$ cat config.mk
export PLATFORM = sky130hd
export DESIGN_NAME = mult_arbiter_flat
export DESIGN_NICKNAME = d
export VERILOG_FILES = /design/src/rtl/mult_arbiter_pkg.sv /design/src/rtl/mult_arbiter_if.sv /design/src/rtl/mult_arbiter_rr_grant.sv /design/src/rtl/mult_arbiter.sv /design/src/flat_wrapper.sv
export SDC_FILE = /design/constraint.sdc
export NUM_CORES = 1
export LEC_CHECK = 0
export ABC_AREA = 1
export CELL_PAD_IN_SITES_DETAIL_PLACEMENT = 1
export CELL_PAD_IN_SITES_GLOBAL_PLACEMENT = 2
export CORE_ASPECT_RATIO = 1.25
export CORE_MARGIN = 4
export CORE_UTILIZATION = 16
export DETAILED_ROUTE_END_ITERATION = 6
export PLACE_DENSITY_LB_ADDON = 0.1
export SYNTH_ARGS = -nofsm -noshare
export SYNTH_HDL_FRONTEND = slang
export SYNTH_HIERARCHICAL = 1
export SYNTH_SLANG_ARGS = --single-unit
$ cat constraint.sdc
create_clock -name sys_clk -period 2.8 [get_ports sys_clk]
set_clock_uncertainty 0.15 [all_clocks]
set_input_delay 0.28 -clock sys_clk [delete_from_list [all_inputs] [get_ports sys_clk]]
set_output_delay 0.28 -clock sys_clk [all_outputs]
set_load 0.05 [all_outputs]
$ cat src/rtl/mult_arbiter_pkg.sv
// Shared widths and helpers for the multiplier arbiter.
// Operand/product widths, signed operand type, tag-width function.
package mult_arbiter_pkg;

   localparam int OP_W   = 16;
   localparam int PROD_W = 32;

   typedef logic signed [OP_W-1:0]   op_t;
   typedef logic signed [PROD_W-1:0] prod_t;

   // Width of a requester index; never below one bit.
   function automatic int tag_w(input int n);
      return (n < 2) ? 1 : $clog2(n);
   endfunction

endpackage

$ cat src/rtl/mult_arbiter_if.sv
// Bus between requesters, the arbiter and the external multiplier.
// slave: arbiter side; master: requesters plus multiplier side.
interface mult_arbiter_if #(
   parameter int N_REQ = 4
);
   import mult_arbiter_pkg::*;

   logic [N_REQ-1:0]      req_valid;
   logic [N_REQ-1:0]      req_ready;
   logic [OP_W*N_REQ-1:0] req_a;
   logic [OP_W*N_REQ-1:0] req_b;
   logic [OP_W-1:0]       mul_a;
   logic [OP_W-1:0]       mul_b;
   logic                  mul_en;
   logic [PROD_W-1:0]     mul_p;
   logic [N_REQ-1:0]      rsp_valid;
   logic [PROD_W-1:0]     rsp_p;

   modport slave (
      input  req_valid, req_a, req_b, mul_p,
      output req_ready, mul_a, mul_b, mul_en,
      output rsp_valid, rsp_p
   );

   modport master (
      output req_valid, req_a, req_b, mul_p,
      input  req_ready, mul_a, mul_b, mul_en,
      input  rsp_valid, rsp_p
   );

endinterface

$ cat src/rtl/mult_arbiter_rr_grant.sv
// Round-robin one-hot grant starting the search at ptr.
// Ports: req (request vector), ptr (start index), gnt (one-hot).
module rr_grant #(
   parameter int N  = 4,
   parameter int PW = 2
) (
   input  logic [N-1:0]  req,
   input  logic [PW-1:0] ptr,
   output logic [N-1:0]  gnt
);

   logic [2*N-1:0] dbl;
   logic [N-1:0]   rot;
   logic [N-1:0]   pick;
   logic [2*N-1:0] back;

   // Rotate so ptr sits at bit 0, pick the lowest set bit,
   // then rotate the one-hot back into place.
   always_comb begin
      dbl  = {req, req} >> ptr;
      rot  = dbl[N-1:0];
      pick = '0;
      for (int k = N - 1; k >= 0; k--) begin
         if (rot[k]) pick = N'(1) << k;
      end
      back = {pick, pick} << ptr;
      gnt  = back[2*N-1:N];
   end

endmodule

$ cat src/rtl/mult_arbiter.sv
// Round-robin front end sharing one external multiplier
// (booth4_wallace_mult16) among N_REQ requesters.
// Ports: sys_clk, sys_rst (async, active high),
//        bus (req_*, mul_*, rsp_* on the slave modport).
module mult_arbiter
   import mult_arbiter_pkg::*;
#(
   parameter int N_REQ    = 4,
   parameter int MULT_LAT = 2
) (
   input  logic          sys_clk,
   input  logic          sys_rst,
   mult_arbiter_if.slave bus
);

   localparam int TW = tag_w(N_REQ);

   logic [TW-1:0]             rr_ptr;
   logic [TW-1:0]             ptr_nxt;
   logic [TW-1:0]             gnt_idx;
   logic [N_REQ-1:0]          req_act;
   logic [N_REQ-1:0]          gnt;
   logic                      hs;
   op_t                       sel_a;
   op_t                       sel_b;
   op_t                       mul_a_q;
   op_t                       mul_b_q;
   logic [MULT_LAT:0]         tag_vld;
   logic [MULT_LAT:0][TW-1:0] tag_idx;

   // No grant is offered while reset is held.
   assign req_act = bus.req_valid & {N_REQ{~sys_rst}};

   rr_grant #(
      .N  (N_REQ),
      .PW (TW)
   ) u_rr_grant (
      .req (req_act),
      .ptr (rr_ptr),
      .gnt (gnt)
   );

   assign bus.req_ready = gnt;

   // gnt is only ever set on a valid line, so any bit is a handshake.
   assign hs = |gnt;

   always_comb begin
      gnt_idx = '0;
      sel_a   = '0;
      sel_b   = '0;
      for (int i = 0; i < N_REQ; i++) begin
         if (gnt[i]) begin
            gnt_idx = TW'(i);
            sel_a   = bus.req_a[i*OP_W +: OP_W];
            sel_b   = bus.req_b[i*OP_W +: OP_W];
         end
      end
   end

   assign ptr_nxt = (gnt_idx == TW'(N_REQ - 1))
                  ? '0 : gnt_idx + 1'b1;

   always_ff @(posedge sys_clk or posedge sys_rst) begin
      if (sys_rst) begin
         rr_ptr  <= '0;
         mul_a_q <= '0;
         mul_b_q <= '0;
      end else if (hs) begin
         rr_ptr  <= ptr_nxt;
         mul_a_q <= sel_a;
         mul_b_q <= sel_b;
      end
   end

   // Stage 0 lines up with mul_en; stage MULT_LAT with mul_p.
   always_ff @(posedge sys_clk or posedge sys_rst) begin
      if (sys_rst) begin
         tag_vld <= '0;
         tag_idx <= '0;
      end else begin
         tag_vld[0] <= hs;
         tag_idx[0] <= gnt_idx;
         for (int k = 1; k <= MULT_LAT; k++) begin
            tag_vld[k] <= tag_vld[k-1];
            tag_idx[k] <= tag_idx[k-1];
         end
      end
   end

   assign bus.mul_en = tag_vld[0];
   assign bus.mul_a  = mul_a_q;
   assign bus.mul_b  = mul_b_q;

   // Combinational so a zero-latency multiplier still lines up.
   always_comb begin
      bus.rsp_valid = '0;
      bus.rsp_p     = '0;
      if (tag_vld[MULT_LAT]) begin
         bus.rsp_valid = N_REQ'(1) << tag_idx[MULT_LAT];
         bus.rsp_p     = bus.mul_p;
      end
   end

endmodule

$ cat src/flat_wrapper.sv
// flat-port wrapper written by rule: the top's interface ports become plain ports
module mult_arbiter_flat import mult_arbiter_pkg::*;
#(
   parameter int N_REQ    = 4,
   parameter int MULT_LAT = 2
)
  (sys_clk, sys_rst, bus_req_valid, bus_req_a, bus_req_b, bus_mul_p, bus_req_ready, bus_mul_a, bus_mul_b, bus_mul_en, bus_rsp_valid, bus_rsp_p);
  mult_arbiter_if #(.N_REQ(N_REQ)) bus_i ();
  input  logic sys_clk;
  input  logic sys_rst;
  input wire logic [$bits(bus_i.req_valid)-1:0] bus_req_valid;
  input wire logic [$bits(bus_i.req_a)-1:0] bus_req_a;
  input wire logic [$bits(bus_i.req_b)-1:0] bus_req_b;
  input wire logic [$bits(bus_i.mul_p)-1:0] bus_mul_p;
  output wire logic [$bits(bus_i.req_ready)-1:0] bus_req_ready;
  output wire logic [$bits(bus_i.mul_a)-1:0] bus_mul_a;
  output wire logic [$bits(bus_i.mul_b)-1:0] bus_mul_b;
  output wire logic [$bits(bus_i.mul_en)-1:0] bus_mul_en;
  output wire logic [$bits(bus_i.rsp_valid)-1:0] bus_rsp_valid;
  output wire logic [$bits(bus_i.rsp_p)-1:0] bus_rsp_p;
  assign bus_i.req_valid = bus_req_valid;
  assign bus_i.req_a = bus_req_a;
  assign bus_i.req_b = bus_req_b;
  assign bus_i.mul_p = bus_mul_p;
  assign bus_req_ready = bus_i.req_ready;
  assign bus_mul_a = bus_i.mul_a;
  assign bus_mul_b = bus_i.mul_b;
  assign bus_mul_en = bus_i.mul_en;
  assign bus_rsp_valid = bus_i.rsp_valid;
  assign bus_rsp_p = bus_i.rsp_p;
  mult_arbiter #(.N_REQ(N_REQ), .MULT_LAT(MULT_LAT)) u_core (.sys_clk(sys_clk), .sys_rst(sys_rst), .bus(bus_i));
endmodule
==> flow_metrics.env <==
export IMPL_netlist_instances=578
export IMPL_synth_compound_area_share_pct=5.72
export IMPL_synthTopCellsByCount="216 x nand2_1, 108 x nand3_1, 75 x inv_1"
export IMPL_gp_congestion=0.844
export IMPL_clk_pin_slew_ns=0.07
export IMPL_fmax_mhz=391
export IMPL_muxShareOfSynthArea_pct=0
export IMPL_die_y_um=172
export IMPL_ys_async_sr_fraction_pct=100
export IMPL_viasPerCell=4.13
export IMPL_drv_cap=0
export IMPL_placed_cells_incl_taps=1070
export IMPL_design_area_um2=6400
export IMPL_clk_latency_ns=0.29
export IMPL_seq_area_frac_synth_pct=31.1
export IMPL_synth_top_family_by_area="simple AND/OR/NAND/NOR gates"
export IMPL_root_buffer="clkbuf_16"
export IMPL_final_hold_viol_count=0
export IMPL_grt_first_pass_wirelength_mm=27.2
export IMPL_arrival_ns=2.12
export IMPL_via_count=4456
export IMPL_pwr_share_seq_pct=12.4
export IMPL_startpoint_type="register"
export IMPL_grt_pass1_vias=4931
export IMPL_hpwl_mm=13.6
export IMPL_swShare_pct=58.1
export IMPL_pwr_share_comb_pct=81.5
export IMPL_critPathKind="reg -> out"
export IMPL_syn_area_um2=3460
export IMPL_grt_ovfl_total=0
export IMPL_powerDensity_nw_per_um2=1520
export IMPL_syn_area_per_cell_um2=5.98
export IMPL_path_buf_inv=3
export IMPL_min_delay_path_class="in -> async"
export IMPL_cts_tree="built"
export IMPL_leakage_nw=3.22
export IMPL_synth_fa_ha_area_share_pct=0
export IMPL_worstPathRequired_ns=2.37
export IMPL_final_nets=969
export IMPL_die_w_um=139
export IMPL_rows=59
export IMPL_area_delta_synth_final_pct=85.2
export IMPL_slew_headroom_pct=57.8
export IMPL_synth_top_cell_area_share_pct=31.1
export IMPL_synth_main_ff_cell="dfrtp_1"
export IMPL_diodes=0
export IMPL_fp_dieArea_um2=24000
export IMPL_status="finished, final reports clean"
export IMPL_yosys_register_bits=43
export IMPL_synth_distinct_cells=20
export IMPL_cts_max_level=2
export IMPL_grt_total_usage_pct=14.1
export IMPL_path_cells="inv_2 -> nand3_1 -> nand2_2 -> nand2_4 -> o21ai_2 -> nand3_1 -> nand2_2 -> buf_6 -> buf_12"
export IMPL_finalSetupViolCount=0
export IMPL_syn_num_nets=744
export IMPL_drc=0
export IMPL_worstMarginPinSlew_ns=0.632
export IMPL_io_buffers=238
export IMPL_synth_most_common_cell="nand2_1"
export IMPL_finalCritPeriodShare_pct=91.2
export IMPL_worst_path_max_delay_cell="dfrtp_1"
export IMPL_drive_gt1_share_pct=8.21
export IMPL_fillers=2584
export IMPL_fin_cells=1078
export IMPL_wire_per_inst_um=15.9
export IMPL_p_switching_w=0.00565
export IMPL_utilization_pct=30.4
export IMPL_drtIter0Drc=99
export IMPL_slowest_delay_ns=0.51
export IMPL_worst_path_max_fanout=12
export IMPL_drtAntennaViolNets=0
export IMPL_irDropWorstVdd_uv=767
export IMPL_top_level_ports=239
export IMPL_synth_area_top_cells="dfrtp_1 31%, nand2_1 23%, nand3_1 16%, inv_1 8.1%, a21oi_1 4.8%"
export IMPL_synthXorXnorAreaFrac_pct=0
export IMPL_coreArea_um2=21000
export IMPL_antenna_found_initial=0
export IMPL_firstDrtPassIters=4
export IMPL_drt_total_wl_mm=17.1
export IMPL_pwr_share_clk_pct=6.2
export IMPL_finalMaxSlewViolations=0
export IMPL_cts_max_path_buffers=2
export IMPL_grt_max_degree=44
export IMPL_crit_family="simple AND/OR/NAND/NOR gates"
export IMPL_seq_area_um2=1080
export IMPL_yosys_area_share_simple_pct=46.7
export IMPL_clock_sinks=43
export IMPL_placed_cell_area_um2=6230
export IMPL_cp_end_kind="output pin"
export IMPL_p_int_w=0.00407
export IMPL_numCtsBuffers=5
export IMPL_synth_edff_count=0
export IMPL_rsz0062_at_grt="no"
export IMPL_min_period_ns=2.55
export IMPL_synth_top_cell_by_area="dfrtp_1"
export IMPL_multiInputGateArea_um2=1840
export IMPL_start_util_pct=16.4
export IMPL_yosys_warnings=6
==> metrics by stage <==
step | setup TNS, ns | setup slack (ns) | hold slack [ns] | power [W]
floorplan | 0 | 0.412 | 0.181 | 0.00631
global placement | 0 | 0.115 | 0.185 | 0.00921
detailed placement | -0.177 | -0.0247 | 0.187 | 0.00935
CTS | 0 | 0.0677 | 0.203 | 0.00999
global route | 0 | 0.0143 | 0.0628 | 0.0106
finish | 0 | 0.246 | 0.0209 | 0.00972
==> layout by cell type, fill, tap and decap left out <==
cell type	instances
nor3_1	4
inv_1	74
buf_6	1
a21oi_1	33
nand3_1	108
inv_2	6
nand3_2	2
nor2_2	4
nand2_4	3
clkbuf_16	5
buf_4	14
clkinvlp_4	2
o21ai_0	1
dfrtp_2	1
inv_6	1
clkdlybuf4s50_1	229
o21ai_1	2
inv_8	1
nand2_1	212
nor2_4	3
buf_12	13
o21ai_2	2
dlymetal6s2s_1	1
nor2_1	32
nand2_2	8
dfrtp_1	42
==> flip-flops by register name (all words and copies together), names as in the netlist <==
name              flops
u_core/bus.mul_a     16
u_core/bus.mul_b     16
u_core/tag_idx        6
u_core/tag_vld        3
u_core/rr_ptr         2
==> layer usage <==
layer	GRT usage, %	part of all wire [%]	vias to the layer above
li1	-	-	2222
met4	2.68	1.0	0
met3	2.71	5.3	10
met2	27.2	52	152
met5	0	0	-
met1	16.2	41	2072
==> layout make-up <==
class	instances	area share (%)
Clock buffer	5	1.96
Sequential cell	43	16.8
Multi-Input combinational cell	414	28.7
Tap cell	274	5.36
Timing Repair Buffer	258	41.9
Clock inverter	3	0.372
Inverter	81	4.87
==> what timing repair did <==
item,CTS,global route
resized for setup,0,8
setup buffers,0,0
endpoints found under the setup margin,0,4
hold buffers,0,0
==> worst min-delay path, delay by kind of cell <==
family / cells / cell delay (ns)
buffers and inverters: 3 / 0.55
==> cells by family after synthesis <==
kind of cell / count (synthesis)
AO/OA/AOI/OAI: 38
buffers and inverters: 121
flip-flops: 43
AND/OR/NAND/NOR: 376
==> power groups by stage <==
stage               combinational, W  clock (W)  sequential, W
detailed placement           0.00814          0        0.00121
finish                       0.00792   0.000598        0.00120
CTS                          0.00815   0.000632        0.00121
global placement             0.00799          0        0.00122
global route                 0.00873   0.000653        0.00124
floorplan                    0.00435          0        0.00196
==> final timing paths <==
check	from	end	slack (ns)	cells after the start
hold / removal	sys_rst	u_core/bus.mul_a[4]	0.02	3
hold reg to reg	u_core/tag_idx[3]	u_core/tag_idx[5]	0.20	0
setup reg to reg	u_core/rr_ptr[1]	u_core/bus.mul_b[9]	0.44	10
min in group sys_clk	u_core/tag_idx[3]	u_core/tag_idx[5]	0.20	0
max in group asynchronous	sys_rst	u_core/rr_ptr[0]	2.25	3
setup / recovery	u_core/rr_ptr[1]	bus_req_ready[2]	0.25	9
Note: power is estimated with default switching activity, not from simulation.
